<file path="src/rtl/seg_scan_if.sv">
// Bundle between the display formatter and the digit scanner: pattern/mask
// inputs and the board-facing AN/segment/DP/frame outputs.
interface seg_scan_if #(
  parameter int NUM_DIGITS = 8
);
  logic                    enable;
  logic [7*NUM_DIGITS-1:0] seg_in;
  logic [NUM_DIGITS-1:0]   dp_in;
  logic [NUM_DIGITS-1:0]   blank_mask;
  logic [NUM_DIGITS-1:0]   blink_mask;
  logic [NUM_DIGITS-1:0]   AN;
  logic [6:0]              display;
  logic                    DP;
  logic                    frame_done;

  modport master (
    output enable, seg_in, dp_in, blank_mask, blink_mask,
    input  AN, display, DP, frame_done
  );

  modport slave (
    input  enable, seg_in, dp_in, blank_mask, blink_mask,
    output AN, display, DP, frame_done
  );
endinterface

</file>
<file path="src/rtl/seg_scan_controller.sv">
// Time-multiplexed common-anode seven-segment scanner with its own refresh
// prescaler, per-digit blank/blink, decimal-point mask and frame-done pulse.
module seg_scan_controller #(
  parameter int NUM_DIGITS   = 8,
  parameter int CLK_DIV      = 100000,
  parameter int BLINK_FRAMES = 64
) (
  input  logic      clk,
  input  logic      reset,
  seg_scan_if.slave bus
);

  localparam int P_W   = ($clog2(CLK_DIV) < 1) ? 1 : $clog2(CLK_DIV);
  localparam int IDX_W = ($clog2(NUM_DIGITS) < 1) ? 1 : $clog2(NUM_DIGITS);
  localparam int F_W   = ($clog2(BLINK_FRAMES) < 1) ? 1 : $clog2(BLINK_FRAMES);

  localparam logic [P_W-1:0]   P_LAST   = P_W'(CLK_DIV - 1);
  localparam logic [IDX_W-1:0] IDX_LAST = IDX_W'(NUM_DIGITS - 1);
  localparam logic [F_W-1:0]   F_LAST   = F_W'(BLINK_FRAMES - 1);

  logic [P_W-1:0]        p;
  logic [IDX_W-1:0]      idx;
  logic [F_W-1:0]        f;
  logic                  blink_phase;

  logic                  tick;
  logic                  wrap;
  logic                  blanked;
  logic                  go_dark;
  logic [NUM_DIGITS-1:0] an_lit;
  logic [6:0]            seg_sel;

  // Stage 0: window decode and selection of the digit currently being scanned
  always_comb begin
    tick        = bus.enable && (p == P_LAST);
    wrap        = tick && (idx == IDX_LAST);
    blanked     = bus.blank_mask[idx] || (bus.blink_mask[idx] && blink_phase);
    go_dark     = !bus.enable || tick || blanked;
    seg_sel     = bus.seg_in[7*int'(idx) +: 7];
    an_lit      = '1;
    an_lit[idx] = 1'b0;
  end

  // Stage 1: counters and registered outputs
  always_ff @(posedge clk) begin
    if (reset) begin
      p              <= '0;
      idx            <= '0;
      f              <= '0;
      blink_phase    <= 1'b0;
      bus.AN         <= '1;
      bus.display    <= 7'h7F;
      bus.DP         <= 1'b1;
      bus.frame_done <= 1'b0;
    end else begin
      bus.frame_done <= wrap;

      if (tick) begin
        p   <= '0;
        idx <= (idx == IDX_LAST) ? '0 : idx + 1'b1;
      end else if (bus.enable) begin
        p <= p + 1'b1;
      end

      if (wrap) begin
        if (f == F_LAST) begin
          f           <= '0;
          blink_phase <= ~blink_phase;
        end else begin
          f <= f + 1'b1;
        end
      end

      // The dark cycle on tick keeps the old digit's segments off the next anode
      if (go_dark) begin
        bus.AN      <= '1;
        bus.display <= 7'h7F;
        bus.DP      <= 1'b1;
      end else begin
        bus.AN      <= an_lit;
        bus.display <= seg_sel;
        bus.DP      <= ~bus.dp_in[idx];
      end
    end
  end

endmodule

</file>
<file path="src/flat_wrapper.sv">
// flat-port wrapper written by rule: the top's interface ports become plain ports
module seg_scan_controller_flat 
#(
  parameter int NUM_DIGITS   = 8,
  parameter int CLK_DIV      = 100000,
  parameter int BLINK_FRAMES = 64
)
  (clk, reset, bus_enable, bus_seg_in, bus_dp_in, bus_blank_mask, bus_blink_mask, bus_AN, bus_display, bus_DP, bus_frame_done);
  seg_scan_if #(.NUM_DIGITS(NUM_DIGITS)) bus_i ();
  input  logic clk;
  input  logic reset;
  input wire logic [$bits(bus_i.enable)-1:0] bus_enable;
  input wire logic [$bits(bus_i.seg_in)-1:0] bus_seg_in;
  input wire logic [$bits(bus_i.dp_in)-1:0] bus_dp_in;
  input wire logic [$bits(bus_i.blank_mask)-1:0] bus_blank_mask;
  input wire logic [$bits(bus_i.blink_mask)-1:0] bus_blink_mask;
  output wire logic [$bits(bus_i.AN)-1:0] bus_AN;
  output wire logic [$bits(bus_i.display)-1:0] bus_display;
  output wire logic [$bits(bus_i.DP)-1:0] bus_DP;
  output wire logic [$bits(bus_i.frame_done)-1:0] bus_frame_done;
  assign bus_i.enable = bus_enable;
  assign bus_i.seg_in = bus_seg_in;
  assign bus_i.dp_in = bus_dp_in;
  assign bus_i.blank_mask = bus_blank_mask;
  assign bus_i.blink_mask = bus_blink_mask;
  assign bus_AN = bus_i.AN;
  assign bus_display = bus_i.display;
  assign bus_DP = bus_i.DP;
  assign bus_frame_done = bus_i.frame_done;
  seg_scan_controller #(.NUM_DIGITS(NUM_DIGITS), .CLK_DIV(CLK_DIV), .BLINK_FRAMES(BLINK_FRAMES)) u_core (.clk(clk), .reset(reset), .bus(bus_i));
endmodule
</file>
<file path="config.mk">
export PLATFORM = sky130hd
export DESIGN_NAME = seg_scan_controller_flat
export DESIGN_NICKNAME = d
export VERILOG_FILES = /design/src/rtl/seg_scan_if.sv /design/src/rtl/seg_scan_controller.sv /design/src/flat_wrapper.sv
export SDC_FILE = /design/constraint.sdc
export NUM_CORES = 1
export LEC_CHECK = 0
export ABC_AREA = 1
export ABC_CLOCK_PERIOD_IN_PS = 1390
export BUFFER_PORTS_ARGS = -buffer_cell sky130_fd_sc_hd__buf_2
export CORE_UTILIZATION = 44
export CTS_BUF_LIST = sky130_fd_sc_hd__clkbuf_16
export CTS_CLUSTER_DIAMETER = 30
export DETAILED_ROUTE_END_ITERATION = 7
export MAX_ROUTING_LAYER = met4
export PLACE_DENSITY = 0.76
export SETUP_SLACK_MARGIN = 0.15
export SYNTH_ARGS = -nofsm -noshare
export SYNTH_HDL_FRONTEND = slang
export SYNTH_SLANG_ARGS = --single-unit
</file>
<file path="constraint.sdc">
create_clock -name clk -period 1.39 [get_ports clk]
set_input_delay 0 -clock clk [delete_from_list [all_inputs] [get_ports clk]]
set_output_delay 0 -clock clk [all_outputs]
set_load 0.03 [all_outputs]
</file>
==> tab_implementation.tex, run 1 <==
\begin{tabular}{lr}
\hline
Metric & Value \\
\hline
\multicolumn{2}{l}{\textbf{Floorplan}} \\
\quad Number of placement rows & 27 \\
\quad Top-level I/O count & 100 \\
\quad Core region area & 5642 um\^{}2 \\
\quad DIE HEIGHT & 79.22 um \\
\quad Die Area & 6276 um\^{}2 \\
\quad Overall die width & 79.22 um \\
\quad Starting Density & 46.51\% \\
\multicolumn{2}{l}{\textbf{Routing}} \\
\quad Remaining antenna violation count & 0 \\
\quad DRC violations left & 0 \\
\quad Number of vias in the routed layout & 3730 \\
\quad Wire length reported by the detailed router & 11070 um \\
\quad Count of TritonRoute iterations in the first routing pass & 8 \\
\quad Detail-routed via count per cell & 5.686 \\
\quad Initial drt markers & 387 \\
\quad Per-cell routed wire length & 16.88 um \\
\multicolumn{2}{l}{\textbf{Worst hold path}} \\
\quad Worst min-delay path category & in -> reg \\
\quad HP Start & bus\_seg\_in[20] \\
\quad Worst Hold Depth & 4 \\
\quad Hold Path Sink & u\_core.bus.display[6] \\
\multicolumn{2}{l}{\textbf{Worst setup path}} \\
\quad Crit. End Element & flip-flop \\
\quad Highest net fanout along the worst path & 4 \\
\quad Critical R2R Capture & u\_core.f[0] \\
\quad Category of the most critical setup path & reg -> reg \\
\quad Arr. time, crit path & 1920 ps \\
\quad Register-to-Register Setup Slack & -340 ps \\
\quad Reg-to-reg startpoint & u\_core.p[1] \\
\quad Crit path required time & 1580 ps \\
\quad Sort of element at the start of the critical path & flip-flop \\
\quad Reg2reg path depth & 10 \\
\multicolumn{2}{l}{\textbf{Timing}} \\
\quad Final Hold Vio Count & 0 \\
\quad Remaining max-slew budget at the tightest pin & 66.21\% \\
\quad Transition time of the tightest slew-check pin & 502.9 ps \\
\quad Shortest period the worst path allows & 1731 ps \\
\quad Worst Slack Setup Final & -341.2 ps \\
\quad Final setup violation count & 44 \\
\quad Final Cycle Share & 124.5\% \\
\quad Maximum clock frequency & 577.6 MHz \\
\quad Total Neg Setup Slack & -7396 ps \\
\quad Final-report max-slew violation count & 0 \\
\quad Setup Skew & 7.039 ps \\
\quad RSZ-0062 raised after global routing & yes \\
\multicolumn{2}{l}{\textbf{Placed design}} \\
\quad Final GP Congestion & 0.9323 \\
\quad Detailed-placement wirelength estimate & 6613 um \\
\quad Placed instance count & 640 \\
\quad Number of buffer cells added on primary ports & 99 \\
\multicolumn{2}{l}{\textbf{Pwr}} \\
\quad Worst IR drop on VDD & 0.5269 mV \\
\quad Pwr Total & 2750 uW \\
\quad Pwr per Cell Area & 626.3 nW/um\^{}2 \\
\quad Leakage component of the power & 0.001993 uW \\
\multicolumn{2}{l}{\textbf{Global routing}} \\
\quad Global Route Usage Sum & 30.07\% \\
\quad Maximum number of pins on one net before global-route repair & 17 \\
\quad GRT met1 Usage & 38.39\% \\
\quad GRT Residual Overflow & 0 \\
\quad Fraction of met2 tracks used by global routing & 46.38\% \\
\quad Initial antenna violation count & 0 \\
\quad GR peak layer & met2 \\
\quad Met3 usage in global routing & 5.057\% \\
\quad First-pass GRT wire length & 14420 um \\
\quad Vias in the first global route & 3259 \\
\multicolumn{2}{l}{\textbf{Clocking}} \\
\quad H-tree depth & 2 \\
\quad Clock insertion delay at the later pin of the skew report & 290 ps \\
\quad Number of CTS-inserted buffers & 5 \\
\quad Worst-case clock buffer depth & 2 \\
\quad Clock tree from TritonCTS & yes \\
\quad Clock Pin Slew Worst Setup and Hold Paths & 70 ps \\
\quad Root Buffer Master & sky130\_fd\_sc\_hd\_\_clkbuf\_16 \\
\quad Sinks on Clock Net & 44 \\
\multicolumn{2}{l}{\textbf{Yosys}} \\
\quad EDFF count, synth & 0 \\
\quad Cell type contributing the most total cell area after synthesis & sky130\_fd\_sc\_hd\_\_dfxtp\_1 \\
\quad Top post-synthesis cells by count & sky130\_fd\_sc\_hd\_\_nand2\_1 (119), sky130\_fd\_sc\_hd\_\_nor2\_1 (62), sky130\_fd\_sc\_hd\_\_dfxtp\_1 (44), sky130\_fd\_sc\_hd\_\_inv\_1 (35), sky130\_fd\_sc\_hd\_\_nand3\_1 (29) \\
\quad Mapped Area & 2624 um\^{}2 \\
\quad Synth cell types & 30 \\
\quad Synth Instances & 406 \\
\quad Share of synthesized registers carrying an async set or reset & 0\% \\
\quad Share of the synthesized area in the top cell type & 33.57\% \\
\quad FF+latch count, synth & 44 \\
\quad Post-synthesis average cell area & 6.462 um\^{}2 \\
\quad Most frequent cell after synthesis & sky130\_fd\_sc\_hd\_\_nand2\_1 \\
\quad Synthesized net count & 493 \\
\quad Total of warnings raised by yosys & 0 \\
\quad Most used flip-flop cell after synthesis & sky130\_fd\_sc\_hd\_\_dfxtp\_1 \\
\quad Cells taking the most area after synthesis & sky130\_fd\_sc\_hd\_\_dfxtp\_1 (34\%), sky130\_fd\_sc\_hd\_\_nand2\_1 (17\%), sky130\_fd\_sc\_hd\_\_nor2\_1 (8.9\%) \\
\quad Proportion of synthesized chip area in sequential cells & 33.57\% \\
\multicolumn{2}{l}{\textbf{Finish}} \\
\quad Area overhead of the layout relative to synthesis & 67.38\% \\
\quad Core utilization of the finished layout & 77.84\% \\
\quad Fraction of layout instances using a drive strength above 1 & 47.26\% \\
\quad Post-Layout Cell Count & 656 \\
\quad Antenna cell count & 0 \\
\quad Number of nets in the final layout & 671 \\
\multicolumn{2}{l}{\textbf{Run status}} \\
\quad Failing checks & negative setup slack \\
\quad Outcome & complete, but fails checks \\
\multicolumn{2}{l}{\textbf{Run}} \\
\quad Number of maximum-capacitance violations & 0 \\
\hline
\end{tabular}
[worst max-delay path, cell delays in order (launching register included)]
cell and delay, ps:
sky130_fd_sc_hd__dfxtp_2 370, sky130_fd_sc_hd__ha_4 160, sky130_fd_sc_hd__inv_4 40, sky130_fd_sc_hd__nor2_4 90
sky130_fd_sc_hd__nand2_2 80, sky130_fd_sc_hd__nor2_4 140, sky130_fd_sc_hd__nand4_1 330, sky130_fd_sc_hd__nand2_1 220
sky130_fd_sc_hd__nand2_1 80, sky130_fd_sc_hd__inv_1 60, sky130_fd_sc_hd__nor2_1 40
[sequential cells by signal, indices dropped and copies added (netlist names)]
| register | cells |
|---|---|
| u_core.blink_phase | 1 |
| u_core.bus.AN | 8 |
| u_core.bus.frame_done | 1 |
| u_core.idx | 3 |
| u_core.bus.display | 7 |
| u_core.bus.DP | 1 |
| u_core.p | 17 |
| u_core.f | 6 |
[layout by cell type (no fill, tap or decap), types with 6 or more instances in the layout]
cell type,n
sky130_fd_sc_hd__nand3_1,17
sky130_fd_sc_hd__dfxtp_2,7
sky130_fd_sc_hd__a21oi_2,6
sky130_fd_sc_hd__inv_1,35
sky130_fd_sc_hd__nand2_1,113
sky130_fd_sc_hd__nor2_4,10
sky130_fd_sc_hd__a21oi_1,16
sky130_fd_sc_hd__nand3_2,10
sky130_fd_sc_hd__dfxtp_1,32
sky130_fd_sc_hd__nand3_4,6
sky130_fd_sc_hd__nor2_1,43
sky130_fd_sc_hd__clkbuf_16,6
sky130_fd_sc_hd__nor2_2,10
sky130_fd_sc_hd__nor3_1,9
sky130_fd_sc_hd__nand3b_1,8
sky130_fd_sc_hd__buf_2,99
sky130_fd_sc_hd__nand4_1,14
sky130_fd_sc_hd__buf_4,69
[repair_timing]
item | CTS | global route
endpoints found under the setup margin | 44 | 44
setup buffers | 1 | 6
hold buffers | 1 | 0
resized for setup | 22 | 64
pin swaps | 6 | 30
hold endpoints to repair | 3 | 0
gates cloned | 0 | 1
[worst max-delay path by stage]
stage	from	to	slack, ps	depth (start not counted)
floorplan	u_core.idx[0]	u_core.bus.AN[2]	-80	10
global placement	u_core.idx[2]	u_core.bus.DP	-80	8
detailed placement	u_core.idx[2]	u_core.bus.AN[2]	-110	8
CTS	u_core.p[1]	u_core.f[0]	-120	11
global route	u_core.p[1]	u_core.f[0]	-330	10
finish	u_core.p[1]	u_core.f[0]	-340	10
[metal layers]
metal	vias up	part of all wire [%]
met4	0	7.2
met3	84	9.2
met5	-	0
li1	1672	-
met1	1685	39
met2	289	45
[through the flow]
step	area (um^2)	worst slack, ps	hold slack [ps]
final	4392	-341.2	18.96
after global routing	4392	-334.7	30.01
after CTS	4050	-121.2	19.72
after detailed placement	3820	-110.9	233.9
after global placement	3820	-77.62	229.8
after floorplan	2729	-79.47	69.07
[final cells by class]
cell class                      instances  area (um^2)
Clock buffer                            5        125.1
Clock inverter                          2        8.758
Fill cell                             355         1250
Inverter                               43        171.4
Multi-Input combinational cell        310         1883
Sequential cell                        44        908.4
Tap cell                               72        90.09
Timing Repair Buffer                  180         1205
[power breakdown]
| part | internal (uW) | total (uW) | leakage (uW) | switching, uW |
|---|---|---|---|---|
| clock | 648 | 1160 | 0.0000709 | 514 |
| sequential | 1260 | 1270 | 0.000363 | 8.85 |
| combinational | 163 | 316 | 0.00156 | 153 |
| total | 2070 | 2750 | 0.00199 | 676 |
[kinds of logic (layout without fill, tap and decap cells)]
kind of cell               count (synthesis)  after routing  synth area share, %
and+or+nand+nor                          260            260                44.78
buffers and inverters                     52            230                9.251
DFF                                       44             44                33.57
AOI/OAI and AO/OA                         39             39                8.155
xor gates and xnor gates                   7              7                2.337
adders and majority gates                  4              4                1.908
Power figures use the tool's default switching activity.
==> run 2: changes to the inputs <==
Settings changed: CORE_MARGIN set to 2.
==> run 2 against run 1 <==
  * Combinational power shrank 5%
  * Sequential power is essentially flat
  * Clock power is essentially flat
  * Largest power group unchanged
  * Utilization shrank 3.9 points
  * Register-to-register slack gained 40 ps
  * Cell count grew 1.7%
  * The run still ends with negative setup slack left
  * Die area grew 5.1%
  * Clock skew shrank 0.78 ps
  * Count of clock-buffer cells in the layout is the same
==> tab_implementation.tex, run 2 (synthesized netlist as in run 1, its figures left out) <==
\begin{tabular}{lr}
\hline
Metric & Value \\
\hline
\multicolumn{2}{l}{\textbf{Worst setup path}} \\
\quad Sort of element at the start of the critical path & flip-flop \\
\quad Category of the most critical setup path & reg -> reg \\
\quad Crit path required time & 1570 ps (about the same) \\
\quad Register-to-Register Setup Slack & -300 ps (+40 ps) \\
\quad Arr. time, crit path & 1860 ps (-60 ps) \\
\quad Crit. End Element & flip-flop \\
\quad Highest net fanout along the worst path & 7 (+3) \\
\multicolumn{2}{l}{\textbf{Placed design}} \\
\quad Number of buffer cells added on primary ports & 99 (unchanged) \\
\quad Placed instance count & 648 (+1.3\%) \\
\quad Detailed-placement wirelength estimate & 6622 um (+0.14\%) \\
\quad Dpl ws & -283.4 ps (-172.5 ps) \\
\quad Final GP Congestion & 0.9671 (+3.7\%) \\
\multicolumn{2}{l}{\textbf{Finish}} \\
\quad Most frequent standard cell in the layout excluding fill and tap cells & sky130\_fd\_sc\_hd\_\_nand2\_1 \\
\quad Post-Layout Cell Count & 667 (+1.7\%) \\
\quad Area overhead of the layout relative to synthesis & 64.95\% \\
\quad Fraction of layout instances using a drive strength above 1 & 45.95\% (-1.3 points) \\
\quad Commonest cells after routing, fill and taps aside & sky130\_fd\_sc\_hd\_\_nand2\_1 (111), sky130\_fd\_sc\_hd\_\_buf\_2 (99), sky130\_fd\_sc\_hd\_\_buf\_4 (73), sky130\_fd\_sc\_hd\_\_nor2\_1 (50), sky130\_fd\_sc\_hd\_\_dfxtp\_1 (36) \\
\quad Top register by number of flip-flops & u\_core.p \\
\quad Largest registers in the final layout & u\_core.p (17), u\_core.bus.AN (8), u\_core.bus.display (7) \\
\quad Antenna cell count & 0 (unchanged) \\
\quad Number of nets in the final layout & 678 (+1.0\%) \\
\quad Flip-flop count of the largest register, all copies and words added & 17 (unchanged) \\
\quad Layout filler cell count & 417 (+17\%) \\
\quad Core utilization of the finished layout & 73.97\% (-3.9 points) \\
\multicolumn{2}{l}{\textbf{Timing}} \\
\quad Remaining max-slew budget at the tightest pin & 74.32\% (+8.1 points) \\
\quad Hold slack final & 22.64 ps (+3.680 ps) \\
\quad Shortest period the worst path allows & 1688 ps (-43.44 ps) \\
\quad Transition time of the tightest slew-check pin & 382.3 ps (-120.6 ps) \\
\quad Final Cycle Share & 121.4\% (-3.1 points) \\
\quad Worst Slack Setup Final & -297.7 ps (+43.44 ps) \\
\quad Setup Skew & 6.262 ps (-0.7774 ps) \\
\quad RSZ-0062 raised after global routing & yes \\
\quad Final-report max-slew violation count & 0 (unchanged) \\
\quad Maximum clock frequency & 592.5 MHz (+2.6\%) \\
\quad Final Hold Vio Count & 0 (unchanged) \\
\quad Final setup violation count & 41 (-6.8\%) \\
\multicolumn{2}{l}{\textbf{Clocking}} \\
\quad Number of CTS-inserted buffers & 5 (unchanged) \\
\quad H-tree depth & 2 (unchanged) \\
\quad Clock Pin Slew Worst Setup and Hold Paths & 70 ps (about the same) \\
\quad Clock tree from TritonCTS & yes \\
\quad Root Buffer Master & sky130\_fd\_sc\_hd\_\_clkbuf\_16 \\
\quad Clock insertion delay at the later pin of the skew report & 290 ps (about the same) \\
\quad Sinks on Clock Net & 44 (unchanged) \\
\quad Worst-case clock buffer depth & 2 (unchanged) \\
\multicolumn{2}{l}{\textbf{Run status}} \\
\quad Failing checks & negative setup slack \\
\quad Outcome & complete, but fails checks \\
\multicolumn{2}{l}{\textbf{Global routing}} \\
\quad Initial antenna violation count & 0 (unchanged) \\
\quad Vias in the first global route & 3106 (-4.7\%) \\
\quad Global Route Usage Sum & 27.90\% (-2.2 points) \\
\quad GRT Residual Overflow & 0 (unchanged) \\
\quad First-pass GRT wire length & 13980 um (-3.1\%) \\
\quad Maximum number of pins on one net before global-route repair & 17 (unchanged) \\
\multicolumn{2}{l}{\textbf{Routing}} \\
\quad DRC violations left & 0 (unchanged) \\
\quad Count of TritonRoute iterations in the first routing pass & 5 (-3) \\
\quad Initial drt markers & 202 (-48\%) \\
\quad Per-cell routed wire length & 14.88 um (-12\%) \\
\quad Number of vias in the routed layout & 3476 (-6.8\%) \\
\quad Wire length reported by the detailed router & 9923 um (-10\%) \\
\quad Remaining antenna violation count & 0 (unchanged) \\
\quad Detail-routed via count per cell & 5.211 (-8.3\%) \\
\multicolumn{2}{l}{\textbf{Floorplan}} \\
\quad Number of placement rows & 28 (+3.7\%) \\
\quad DIE HEIGHT & 81.22 um (+2.5\%) \\
\quad Core region area & 5851 um\^{}2 (+3.7\%) \\
\quad Die Area & 6597 um\^{}2 (+5.1\%) \\
\quad Overall die width & 81.22 um (+2.5\%) \\
\quad Starting Density & 44.85\% (-1.7 points) \\
\quad Top-level I/O count & 100 (unchanged) \\
\multicolumn{2}{l}{\textbf{Worst hold path}} \\
\quad Worst min-delay path category & in -> reg \\
\multicolumn{2}{l}{\textbf{Pwr}} \\
\quad Worst IR drop on VDD & 0.4660 mV (-12\%) \\
\quad Leakage component of the power & 0.001982 uW (-0.58\%) \\
\quad Pwr per Cell Area & 631.9 nW/um\^{}2 (+0.89\%) \\
\multicolumn{2}{l}{\textbf{Run}} \\
\quad Number of maximum-capacitance violations & 0 (unchanged) \\
\hline
\end{tabular}
[run 2: cell types whose count changed in the layout (fill, tap and decap cells not counted), moves of 4 or more]
cell	previous run	this run
sky130_fd_sc_hd__dfxtp_1	32	36
sky130_fd_sc_hd__buf_4	69	73
sky130_fd_sc_hd__nor3_2	2	6
sky130_fd_sc_hd__nor2_1	43	50
sky130_fd_sc_hd__buf_6	5	10
sky130_fd_sc_hd__o21ai_1	1	6
sky130_fd_sc_hd__nor2_4	10	4
[run 2: path summary, 6_finish.rpt]
path,start,endpoint,cells after the start
setup / recovery,u_core.idx[1],u_core.bus.DP,9
hold / removal,bus_seg_in[45],u_core.bus.display[3],4
setup reg to reg,u_core.idx[1],u_core.bus.DP,9
hold reg to reg,u_core.f[4],u_core.f[4],2
[run 2: cell type report]
class	instances	area [um^2]	area share (%)
clock inverters	3	13.76	0.3180
well taps	75	93.84	2.168
flip-flops and latches	44	895.9	20.70
multi-input cells	310	1774	40.99
repair buffers	187	1246	28.79
inverters	43	178.9	4.134
clock buffers	5	125.1	2.891
[run 2: power breakdown]
group | total (uW) | internal, uW | switching, uW
sequential | 1280 | 1270 | 7.50
clock | 1160 | 654 | 503
combinational | 300 | 155 | 145
total | 2730 | 2080 | 655
[run 2: metrics by stage]
step	instance area (um^2)	total power (uW)	TNS [ps]
detailed placement	3849	1575	-6212
CTS	4167	2716	-1421
finish	4328	2735	-4197
global route	4328	2807	-7655
global placement	3849	1572	-4727
floorplan	2729	1410	-743.8
[run 2: worst max-delay path, cell delays in order (launching register included)]
cell                       delay, ps
sky130_fd_sc_hd__dfxtp_4         370
sky130_fd_sc_hd__buf_6           130
sky130_fd_sc_hd__buf_4           110
sky130_fd_sc_hd__nor3_2           40
sky130_fd_sc_hd__buf_4           160
sky130_fd_sc_hd__inv_1            60
sky130_fd_sc_hd__nor2_1           60
sky130_fd_sc_hd__nor3_1          360
sky130_fd_sc_hd__nand2_1         120
sky130_fd_sc_hd__nand3b_1        170
[run 2: layer usage]
metal | part of all wire [%] | routed length (um) | global-route usage (%)
met1 | 40 | 3995 | 34.51
met3 | 5.9 | 584 | 3.889
met5 | 0 | 0 | -
met4 | 3.8 | 374 | 9.661
met2 | 50 | 4969 | 46.61
[run 2: timing repair]
action                                 CTS  global route
setup endpoints to repair               44            44
buffers inserted                         5             5
endpoints found under the hold margin    3             0
resized for setup                       34            36
hold buffers                             1             0
pin swaps                               23            25
==> run 3: changes to the inputs <==
Settings changed: GPL_ROUTABILITY_DRIVEN set to 0, PLACE_DENSITY 0.76 to 0.85.
==> run 3 against run 2 <==
  * Via count up 4.8%
  * Flip-flop and latch count did not move
  * Register-to-register slack better by 90 ps
  * Critical endpoint is now u_core.blink_phase
  * Largest cell class unchanged
  * Clock skew hardly changed
  * Count of clock-buffer cells in the layout is the same
  * Wire length up 3.1%
  * Combinational power rose by 2%
  * The flow still finishes with violations (negative setup slack)
  * Utilization decreased by 0.83 points
==> tab_implementation.tex, run 3 (synthesized netlist as in run 1, its figures left out) <==
\begin{tabular}{lr}
\hline
Metric & Value \\
\hline
\multicolumn{2}{l}{\textbf{Run status}} \\
\quad Outcome & complete, but fails checks \\
\quad Failing checks & negative setup slack \\
\multicolumn{2}{l}{\textbf{Clocking}} \\
\quad Root Buffer Master & sky130\_fd\_sc\_hd\_\_clkbuf\_16 \\
\quad H-tree depth & 2 (unchanged) \\
\quad Sinks on Clock Net & 44 (unchanged) \\
\quad Number of CTS-inserted buffers & 5 (unchanged) \\
\quad Clock Pin Slew Worst Setup and Hold Paths & 70 ps (about the same) \\
\quad Worst-case clock buffer depth & 2 (unchanged) \\
\quad Clock tree from TritonCTS & yes \\
\quad Clock insertion delay at the later pin of the skew report & 290 ps (about the same) \\
\multicolumn{2}{l}{\textbf{Placed design}} \\
\quad Dpl ws & -119.7 ps (+163.7 ps) \\
\quad Detailed-placement wirelength estimate & 6764 um (+2.1\%) \\
\quad Number of buffer cells added on primary ports & 99 (unchanged) \\
\multicolumn{2}{l}{\textbf{Timing}} \\
\quad Setup Skew & 6.289 ps (+0.02700 ps) \\
\quad Total Neg Setup Slack & -6039 ps (-1842 ps) \\
\quad Final-report max-slew violation count & 0 (unchanged) \\
\quad Shortest period the worst path allows & 1593 ps (-94.91 ps) \\
\quad Transition time of the tightest slew-check pin & 425.3 ps (+43.00 ps) \\
\quad Final Cycle Share & 114.6\% (-6.8 points) \\
\quad Maximum clock frequency & 627.8 MHz (+6.0\%) \\
\quad Final setup violation count & 44 (+7.3\%) \\
\quad Worst Slack Setup Final & -202.8 ps (+94.91 ps) \\
\quad Hold slack final & 26.96 ps (+4.318 ps) \\
\quad RSZ-0062 raised after global routing & yes \\
\quad Remaining max-slew budget at the tightest pin & 71.43\% (-2.9 points) \\
\quad Final Hold Vio Count & 0 (unchanged) \\
\multicolumn{2}{l}{\textbf{Routing}} \\
\quad Detail-routed via count per cell & 5.518 (+5.9\%) \\
\quad Number of vias in the routed layout & 3642 (+4.8\%) \\
\quad Count of TritonRoute iterations in the first routing pass & 6 (+1) \\
\quad DRC violations left & 0 (unchanged) \\
\quad Wire length reported by the detailed router & 10230 um (+3.1\%) \\
\quad Initial drt markers & 291 (+44\%) \\
\quad Per-cell routed wire length & 15.50 um (+4.2\%) \\
\quad Remaining antenna violation count & 0 (unchanged) \\
\multicolumn{2}{l}{\textbf{Worst setup path}} \\
\quad Highest net fanout along the worst path & 6 (-1) \\
\quad Category of the most critical setup path & reg -> reg \\
\quad Crit. End Element & flip-flop \\
\quad Sort of element at the start of the critical path & flip-flop \\
\quad Arr. time, crit path & 1770 ps (-90 ps) \\
\quad Crit path required time & 1570 ps (about the same) \\
\multicolumn{2}{l}{\textbf{Finish}} \\
\quad Seq. cell area & 899.6 um\^{}2 (+0.42\%) \\
\quad Flip-flop count of the largest register, all copies and words added & 17 (unchanged) \\
\quad Top register by number of flip-flops & u\_core.p \\
\quad Area overhead of the layout relative to synthesis & 63.09\% \\
\quad Layout filler cell count & 352 (-16\%) \\
\quad Most frequent standard cell in the layout excluding fill and tap cells & sky130\_fd\_sc\_hd\_\_nand2\_1 \\
\quad Largest registers in the final layout & u\_core.p (17), u\_core.bus.AN (8), u\_core.bus.display (7) \\
\quad Antenna cell count & 0 (unchanged) \\
\quad Core utilization of the finished layout & 73.14\% (-0.83 points) \\
\quad Number of nets in the final layout & 671 (-1.0\%) \\
\quad Combined area of the multi-input logic cells & 1785 um\^{}2 (+0.63\%) \\
\quad Fraction of layout instances using a drive strength above 1 & 44.79\% (-1.2 points) \\
\quad Commonest cells after routing, fill and taps aside & sky130\_fd\_sc\_hd\_\_nand2\_1 (112), sky130\_fd\_sc\_hd\_\_buf\_2 (99), sky130\_fd\_sc\_hd\_\_buf\_4 (69), sky130\_fd\_sc\_hd\_\_nor2\_1 (47), sky130\_fd\_sc\_hd\_\_dfxtp\_1 (35) \\
\multicolumn{2}{l}{\textbf{Pwr}} \\
\quad Leakage component of the power & 0.001975 uW (-0.35\%) \\
\quad Worst IR drop on VDD & 0.5011 mV (+7.5\%) \\
\quad Pwr Total & 2741 uW (+0.22\%) \\
\quad Pwr per Cell Area & 640.5 nW/um\^{}2 (+1.4\%) \\
\multicolumn{2}{l}{\textbf{Floorplan}} \\
\quad Number of placement rows & 28 (unchanged) \\
\quad Starting Density & 44.85\% (unchanged) \\
\quad Overall die width & 81.22 um (unchanged) \\
\quad DIE HEIGHT & 81.22 um (unchanged) \\
\quad Die Area & 6597 um\^{}2 (unchanged) \\
\quad Top-level I/O count & 100 (unchanged) \\
\quad Core region area & 5851 um\^{}2 (unchanged) \\
\multicolumn{2}{l}{\textbf{Global routing}} \\
\quad Initial antenna violation count & 0 (unchanged) \\
\quad Maximum number of pins on one net before global-route repair & 17 (unchanged) \\
\quad Vias in the first global route & 3243 (+4.4\%) \\
\quad First-pass GRT wire length & 14560 um (+4.1\%) \\
\quad GRT Residual Overflow & 0 (unchanged) \\
\quad Global Route Usage Sum & 29.30\% (+1.4 points) \\
\multicolumn{2}{l}{\textbf{Run}} \\
\quad Number of maximum-capacitance violations & 0 (unchanged) \\
\multicolumn{2}{l}{\textbf{Worst hold path}} \\
\quad Worst min-delay path category & in -> reg \\
\hline
\end{tabular}
## run 3: cell count changes in the layout (fill, tap and decap cells not counted), sizes merged
cell	delta
clkbuf	+1
buf	-8
## run 3: per-layer routing
| metal | GRT usage, % | up-vias | part of all wire (%) |
|---|---|---|---|
| li1 | - | 1679 | - |
| met1 | 33.45 | 1662 | 38 |
| met2 | 48.10 | 243 | 50 |
| met3 | 6.333 | 58 | 7.8 |
| met4 | 15.42 | 0 | 4.2 |
| met5 | - | - | 0 |
## run 3: layout make-up
type,instances,share of cell area [%]
multi-input combinational,310,41.73
timing repair buffer,180,27.75
sequential,44,21.02
inverter,43,4.064
clock buffer,5,2.924
tap,75,2.193
clock inverter,3,0.3216
## run 3: path summary, 6_finish.rpt
kind / from / end / slack, ps / cells after the start
worst min register to register: u_core.p[14] / u_core.p[14] / 510 / 2
worst max-delay path: u_core.p[0] / u_core.blink_phase / -200 / 10
worst min-delay path: bus_seg_in[24] / u_core.bus.display[3] / 30 / 4
worst max register to register: u_core.p[0] / u_core.blink_phase / -200 / 10
## run 3: through the flow
step                      instances  cell area [um^2]
after floorplan                 406              2729
after global placement          641              3784
after detailed placement        641              3784
after CTS                       654              4071
after global routing            660              4279
final                           660              4279
## run 3: what timing repair did
| action | in CTS | in global routing |
|---|---|---|
| buffers inserted | 4 | 4 |
| endpoints found under the hold margin | 3 | 0 |
| endpoints found under the setup margin | 44 | 44 |
| resized for setup | 30 | 34 |
| pin swaps | 3 | 16 |
| cloned | 0 | 2 |
| hold buffers | 1 | 0 |
## run 3: worst max-delay path, cell delays in order (launching register included)
cell,delay [ps]
sky130_fd_sc_hd__dfxtp_2,370
sky130_fd_sc_hd__ha_4,160
sky130_fd_sc_hd__inv_4,50
sky130_fd_sc_hd__nor2_4,80
sky130_fd_sc_hd__nand2_2,70
sky130_fd_sc_hd__nor2_4,160
sky130_fd_sc_hd__nand3_4,100
sky130_fd_sc_hd__nor2_4,200
sky130_fd_sc_hd__nand4_1,130
sky130_fd_sc_hd__nand2_1,100
sky130_fd_sc_hd__nor2_1,50
## run 3: power by group
group / switching [uW] / internal [uW]
Sequential: 9.12 / 1270
Clock: 504 / 654
Combinational: 146 / 158
